### config.mk
export PLATFORM = sky130hd
export DESIGN_NAME = lc3b_cw_pipeline_flat
export DESIGN_NICKNAME = d
export VERILOG_FILES = /design/src/rtl/lc3b_cw_pipeline_if.sv /design/src/rtl/lc3b_cw_pipeline.sv /design/src/flat_wrapper.sv
export SDC_FILE = /design/constraint.sdc
export NUM_CORES = 1
export LEC_CHECK = 0
export ABC_AREA = 1
export CAP_MARGIN = 5
export CELL_PAD_IN_SITES_DETAIL_PLACEMENT = 1
export CELL_PAD_IN_SITES_GLOBAL_PLACEMENT = 2
export CORE_MARGIN = 5
export CORE_UTILIZATION = 22
export CTS_BUF_LIST = sky130_fd_sc_hd__clkbuf_4
export DETAILED_ROUTE_END_ITERATION = 6
export GPL_TIMING_DRIVEN = 0
export PLACE_DENSITY = 0.78
export SKIP_LAST_GASP = 1
export SLEW_MARGIN = 25
export SYNTH_ARGS = -nofsm -noshare
export SYNTH_HDL_FRONTEND = slang
export SYNTH_SLANG_ARGS = --single-unit
### constraint.sdc
create_clock -name clk -period 1.3 [get_ports clk]
set_clock_uncertainty 0.1 [all_clocks]
set_input_delay 0.26 -clock clk [delete_from_list [all_inputs] [get_ports clk]]
set_output_delay 0.26 -clock clk [all_outputs]
set_load 0.02 [all_outputs]
### src/rtl/lc3b_cw_pipeline_if.sv
// Bundle of signals between decode/datapath and the LC-3b control-word
// pipeline. The pipeline owns the slave side. Decode and the datapath
// stall/flush logic own the master side.
interface lc3b_cw_pipeline_if #(
    parameter int CW_WIDTH  = 20,
    parameter int DEPTH     = 4,
    parameter int PC_WIDTH  = 16,
    parameter int CNT_WIDTH = 16
);
    logic                         in_valid;
    logic [CW_WIDTH-1:0]          in_cw;
    logic [PC_WIDTH-1:0]          in_pc;
    logic                         in_ready;
    logic [DEPTH-1:0]             stall;
    logic [DEPTH-1:0]             flush;
    logic [DEPTH-1:0]             stage_valid;
    logic [DEPTH*CW_WIDTH-1:0]    stage_cw;
    logic [DEPTH*PC_WIDTH-1:0]    stage_pc;
    logic                         retire_valid;
    logic [CW_WIDTH-1:0]          retire_cw;
    logic [CNT_WIDTH-1:0]         retire_count;

    modport master (
        output in_valid, in_cw, in_pc, stall, flush,
        input  in_ready, stage_valid, stage_cw, stage_pc,
               retire_valid, retire_cw, retire_count
    );

    modport slave (
        input  in_valid, in_cw, in_pc, stall, flush,
        output in_ready, stage_valid, stage_cw, stage_pc,
               retire_valid, retire_cw, retire_count
    );
endinterface

### src/rtl/lc3b_cw_pipeline.sv
// Control-word pipeline for the LC-3b core.
// The decoded control word and its PC travel through DEPTH stages. Stage 0 is
// the youngest stage and DEPTH-1 is writeback. The pipeline supports
// per-stage stalls with bubble insertion, per-stage flushes and a count of
// retired instructions. DEPTH is meant to stay in 2..8.
module lc3b_cw_pipeline #(
    parameter int CW_WIDTH  = 20,
    parameter int DEPTH     = 4,
    parameter int PC_WIDTH  = 16,
    parameter int CNT_WIDTH = 16
) (
    input  logic               clk,
    input  logic               reset,
    lc3b_cw_pipeline_if.slave  bus
);

    logic [DEPTH-1:0]     hold;
    logic                 retire_valid;

    logic                 valid_reg  [DEPTH];
    logic [CW_WIDTH-1:0]  cw_reg     [DEPTH];
    logic [PC_WIDTH-1:0]  pc_reg     [DEPTH];
    logic                 valid_next [DEPTH];
    logic [CW_WIDTH-1:0]  cw_next    [DEPTH];
    logic [PC_WIDTH-1:0]  pc_next    [DEPTH];
    logic [CNT_WIDTH-1:0] retire_count_reg;

    // A stall in any stage freezes that stage and every younger stage.
    always_comb begin : hold_chain
        logic acc;
        acc  = 1'b0;
        hold = '0;
        for (int k = DEPTH - 1; k >= 0; k--) begin
            acc     = acc | bus.stall[k];
            hold[k] = acc;
        end
    end

    assign bus.in_ready = ~hold[0];

    // Per-stage next state. Flush wins over hold. Hold wins over advance.
    // Every source comes from pre-edge registers. A word leaving a flushed
    // stage therefore still moves into the next stage on the same edge.
    genvar gi;
    generate
        for (gi = 0; gi < DEPTH; gi++) begin : g_stage
            if (gi == 0) begin : g_head
                assign valid_next[gi] = bus.flush[gi] ? 1'b0 :
                                        hold[gi]      ? valid_reg[gi] :
                                                        bus.in_valid;
                assign cw_next[gi]    = bus.flush[gi] ? '0 :
                                        hold[gi]      ? cw_reg[gi] :
                                        bus.in_valid  ? bus.in_cw : '0;
                assign pc_next[gi]    = (bus.flush[gi] || hold[gi]) ? pc_reg[gi] :
                                        bus.in_valid  ? bus.in_pc : '0;
            end else begin : g_body
                // A stage that is free while its upstream stage is held
                // receives a bubble.
                assign valid_next[gi] = bus.flush[gi] ? 1'b0 :
                                        hold[gi]      ? valid_reg[gi] :
                                        hold[gi-1]    ? 1'b0 :
                                                        valid_reg[gi-1];
                assign cw_next[gi]    = bus.flush[gi] ? '0 :
                                        hold[gi]      ? cw_reg[gi] :
                                        hold[gi-1]    ? '0 :
                                                        cw_reg[gi-1];
                assign pc_next[gi]    = (bus.flush[gi] || hold[gi]) ? pc_reg[gi] :
                                        hold[gi-1]    ? '0 :
                                                        pc_reg[gi-1];
            end
        end
    endgenerate

    // The oldest stage retires unless it is stalled or killed this cycle.
    assign retire_valid     = valid_reg[DEPTH-1] & ~bus.stall[DEPTH-1] & ~bus.flush[DEPTH-1];
    assign bus.retire_valid = retire_valid;
    assign bus.retire_cw    = cw_reg[DEPTH-1];
    assign bus.retire_count = retire_count_reg;

    // Stage registers and the retirement counter. Reset discards all
    // in-flight words without counting them.
    always_ff @(posedge clk) begin
        if (reset) begin
            for (int k = 0; k < DEPTH; k++) begin
                valid_reg[k] <= 1'b0;
                cw_reg[k]    <= '0;
                pc_reg[k]    <= '0;
            end
            retire_count_reg <= '0;
        end else begin
            for (int k = 0; k < DEPTH; k++) begin
                valid_reg[k] <= valid_next[k];
                cw_reg[k]    <= cw_next[k];
                pc_reg[k]    <= pc_next[k];
            end
            if (retire_valid) begin
                retire_count_reg <= retire_count_reg + CNT_WIDTH'(1);
            end
        end
    end

    // Flatten the per-stage registers onto the packed output buses.
    always_comb begin
        bus.stage_valid = '0;
        bus.stage_cw    = '0;
        bus.stage_pc    = '0;
        for (int k = 0; k < DEPTH; k++) begin
            bus.stage_valid[k]                      = valid_reg[k];
            bus.stage_cw[k*CW_WIDTH +: CW_WIDTH]    = cw_reg[k];
            bus.stage_pc[k*PC_WIDTH +: PC_WIDTH]    = pc_reg[k];
        end
    end

endmodule

### src/flat_wrapper.sv
// flat-port wrapper written by rule: the top's interface ports become plain ports
module lc3b_cw_pipeline_flat 
#(
    parameter int CW_WIDTH  = 20,
    parameter int DEPTH     = 4,
    parameter int PC_WIDTH  = 16,
    parameter int CNT_WIDTH = 16
)
  (clk, reset, bus_in_valid, bus_in_cw, bus_in_pc, bus_stall, bus_flush, bus_in_ready, bus_stage_valid, bus_stage_cw, bus_stage_pc, bus_retire_valid, bus_retire_cw, bus_retire_count);
  lc3b_cw_pipeline_if #(.CW_WIDTH(CW_WIDTH), .DEPTH(DEPTH), .PC_WIDTH(PC_WIDTH), .CNT_WIDTH(CNT_WIDTH)) bus_i ();
  input  logic clk;
  input  logic reset;
  input wire logic [$bits(bus_i.in_valid)-1:0] bus_in_valid;
  input wire logic [$bits(bus_i.in_cw)-1:0] bus_in_cw;
  input wire logic [$bits(bus_i.in_pc)-1:0] bus_in_pc;
  input wire logic [$bits(bus_i.stall)-1:0] bus_stall;
  input wire logic [$bits(bus_i.flush)-1:0] bus_flush;
  output wire logic [$bits(bus_i.in_ready)-1:0] bus_in_ready;
  output wire logic [$bits(bus_i.stage_valid)-1:0] bus_stage_valid;
  output wire logic [$bits(bus_i.stage_cw)-1:0] bus_stage_cw;
  output wire logic [$bits(bus_i.stage_pc)-1:0] bus_stage_pc;
  output wire logic [$bits(bus_i.retire_valid)-1:0] bus_retire_valid;
  output wire logic [$bits(bus_i.retire_cw)-1:0] bus_retire_cw;
  output wire logic [$bits(bus_i.retire_count)-1:0] bus_retire_count;
  assign bus_i.in_valid = bus_in_valid;
  assign bus_i.in_cw = bus_in_cw;
  assign bus_i.in_pc = bus_in_pc;
  assign bus_i.stall = bus_stall;
  assign bus_i.flush = bus_flush;
  assign bus_in_ready = bus_i.in_ready;
  assign bus_stage_valid = bus_i.stage_valid;
  assign bus_stage_cw = bus_i.stage_cw;
  assign bus_stage_pc = bus_i.stage_pc;
  assign bus_retire_valid = bus_i.retire_valid;
  assign bus_retire_cw = bus_i.retire_cw;
  assign bus_retire_count = bus_i.retire_count;
  lc3b_cw_pipeline #(.CW_WIDTH(CW_WIDTH), .DEPTH(DEPTH), .PC_WIDTH(PC_WIDTH), .CNT_WIDTH(CNT_WIDTH)) u_core (.clk(clk), .reset(reset), .bus(bus_i));
endmodule
==> out/qor.yml <==
route:
  drt_iter0_markers: 313
  routedWlPerCell_um: 16.99
  dr.pass1.iters: 4
  wl_mm: 27.75
  ant_nets: 0
  via_per_inst: 4.228
  via_count: 6904
  detail_route.drc_violations: 0
synth:
  yosys-top-cells-count: "239 x nand2_1, 164 x dfxtp_1, 106 x a21oi_1, 81 x nand3_1, 39 x nor2_1"
  synth-main-ff-cell: "dfxtp_1"
  ys_async_sr_fraction_pct: 0
  ys_seq_area_share_pct: 51.92
  synthesis.nets: 866
  syn_inst: 818
  ys_ff_latch: 164
  synth.area.top_cells: "dfxtp_1 52%, nand2_1 14%, a21oi_1 8.4%"
  synth_most_common_cell: "nand2_1"
  yosys_warnings: 0
  syn_area_um2: 6324
  synth_top_area_share_pct: 51.92
  ys_types: 24
  synth_top_area_cell: "dfxtp_1"
  synth-edff-count: 0
  syn_avg_cell_area_um2: 7.731
finish:
  nets: 1283
  regArea_um2: 3566
  nFillCells: 3423
  stdcell_count: 1633
  largest_reg_flops: 80
  drive_above_1_share_pct: 52.16
  multi_input_area_um2: 2648
  utilization_pct: 40.55
  syn_to_final_growth_pct: 83.04
pwr:
  power_density_nw_per_um2: 783.2
  ir_worst_vdd_v: 0.0004198
  report.power.total_w: 0.009065
  combPwrFrac_pct: 6.4
  internal_power_w: 0.006624
  p_sw_w: 0.002442
  seqPwrFrac_pct: 54.8
  swShare_pct: 26.94
  p_leak_nw: 4.857
  p_clk_share_pct: 38.8
placed_design:
  post-place-cells: 1431
  gp_congestion: 0.7957
  portBuffers: 229
  dp_hpwl_mm: 19.35
setup_path:
  worstSetupPathType: "input port to output port"
  cp.required_ns: 0.94
  critPathMaxFanout: 3
  start_kind: "input port"
  worstPathArrival_ns: 1.21
  worstSetupEndpointType: "output port"
outcome:
  status: "finished, violations left"
  violations: "negative setup slack"
clocking:
  clkTransAtPathRegs_ns: 0.18
  cts_tree: "yes"
  clk_path_buf_depth: 2
  cts_made_buffers: 17
  htree_levels: 4
  worstSkewPairLatency_ns: 0.58
  cts_sinks: 164
  root_buffer: "clkbuf_4"
floorplanning:
  core_area_um2: 28550
  fp.dieH_um: 179.5
  rows: 62
  die-area_um2: 32230
  initial_core_util_pct: 22.15
  io_pins: 233
  die_w_um: 179.5
grt:
  grt_first_pass_wirelength_mm: 42.38
  grt_pass1_vias: 7114
  grt_usage_pct: 16.49
  grtUsageMet1_pct: 21.32
  top_usage_layer: "met2"
  grt.met3_usage_pct: 3.395
  grt_max_degree: 17
  antenna_found_initial: 2
  grt_overflow: 0
  gr-usage-met2_pct: 27.73
worst_hold_path:
  min_path_type: "input port to register"
timing:
  fmax_mhz: 638.1
  setup_ws_ns: -0.2672
  fin_hold_ws_ns: 0.05251
  tightest_slew_ns: 0.6906
  setup-tns-final_ns: -24.10
  setup_viol: 218
  grt_setup_unrepaired: "yes"
  slew_headroom_pct: 53.96
  maxSlewViolCount: 0
  hold_viol: 0
  period_needed_ns: 1.567
  min_period_over_period_pct: 120.6
run:
  maxCapViolations: 0
[layout make-up]
cell class / count / area share [%]
Inverter: 32 / 1.113
Tap cell: 384 / 4.151
Sequential cell: 164 / 30.81
Antenna cell: 1 / 0.02162
Buffer: 71 / 4.551
Clock inverter: 14 / 1.632
Clock buffer: 18 / 1.167
Multi-Input combinational cell: 545 / 22.87
Timing Repair Buffer: 404 / 33.68
[worst max-delay path, stage by stage]
cell             delay, ns
clkdlybuf4s50_1       0.52
nor2_4                0.20
nand2_8               0.07
clkinv_4              0.05
buf_6                 0.10
[layout by cell type (no fill, tap or decap), drive strengths merged]
master,synthesis,routed
inv,31,37
ha,1,1
o21ai,47,47
dlymetal6s2s,0,2
clkbuf,25,40
diode,0,1
nand2,242,242
dlygate4sd3,0,4
nand4,13,13
clkinv,1,4
xor2,1,1
nor2,44,44
bufinv,0,3
clkinvlp,0,2
dfxtp,164,164
nand3,81,81
a21oi,106,106
nor3,2,2
a22oi,8,8
clkdlybuf4s50,0,40
buf,52,407
[path summary, 6_finish.rpt]
check | start | end | slack [ns] | depth (start not counted)
min | reset | u_core.pc_reg[0][10]$_SDFFE_PP0N_ | 0.05 | 4
min reg2reg | u_core.pc_reg[3][13]$_SDFFE_PP0N_ | u_core.pc_reg[3][13]$_SDFFE_PP0N_ | 0.38 | 2
max | bus_flush[3] | bus_retire_valid | -0.27 | 5
max reg2reg | u_core.bus.retire_count[0]$_SDFFE_PP0P_ | u_core.bus.retire_count[11]$_SDFFE_PP0P_ | -0.09 | 8
[cell families after synthesis]
| group | after synthesis | share of synthesized area [%] |
|---|---|---|
| fa+ha+maj | 1 | 0.1978 |
| flops | 164 | 51.92 |
| compound gates | 161 | 13.06 |
| xor+xnor | 1 | 0.1385 |
| simple gates | 382 | 25.46 |
| buf+inv | 109 | 9.220 |
[timing repair]
| item | in CTS | in global routing |
|---|---|---|
| pin swaps | 14 | 15 |
| endpoints found under the hold margin | 13 | 1 |
| gates resized for setup | 1375 | 53 |
| buffers inserted | 140 | 30 |
| gates cloned | 1 | 0 |
| setup endpoints to repair | 338 | 267 |
| hold buffers | 3 | 1 |
[power groups by stage]
| stage | Combinational [W] | Sequential, W | Clock [W] |
|---|---|---|---|
| floorplan | 0.000243 | 0.00515 | 0 |
| global placement | 0.000524 | 0.00515 | 0 |
| detailed placement | 0.000527 | 0.00515 | 0 |
| CTS | 0.000563 | 0.00499 | 0.00361 |
| global route | 0.000625 | 0.00497 | 0.00383 |
| finish | 0.000577 | 0.00497 | 0.00352 |
[per-stage QoR]
step	cell area, um2	setup slack (ns)
3_5_place_dp	9138	-1.299
6_report	11570	-0.2672
3_3_place_gp	9138	-1.296
4_1_cts	11210	-0.3253
2_1_floorplan	6365	-0.02668
5_1_grt	11570	-0.3236
[layer usage]
layer	wire, um	vias to the layer above
met5	13	-
met4	577	2
met3	923	24
met2	13490	136
met1	12740	3227
li1	-	3515
No activity file was read; power rests on OpenSTA's default activity.
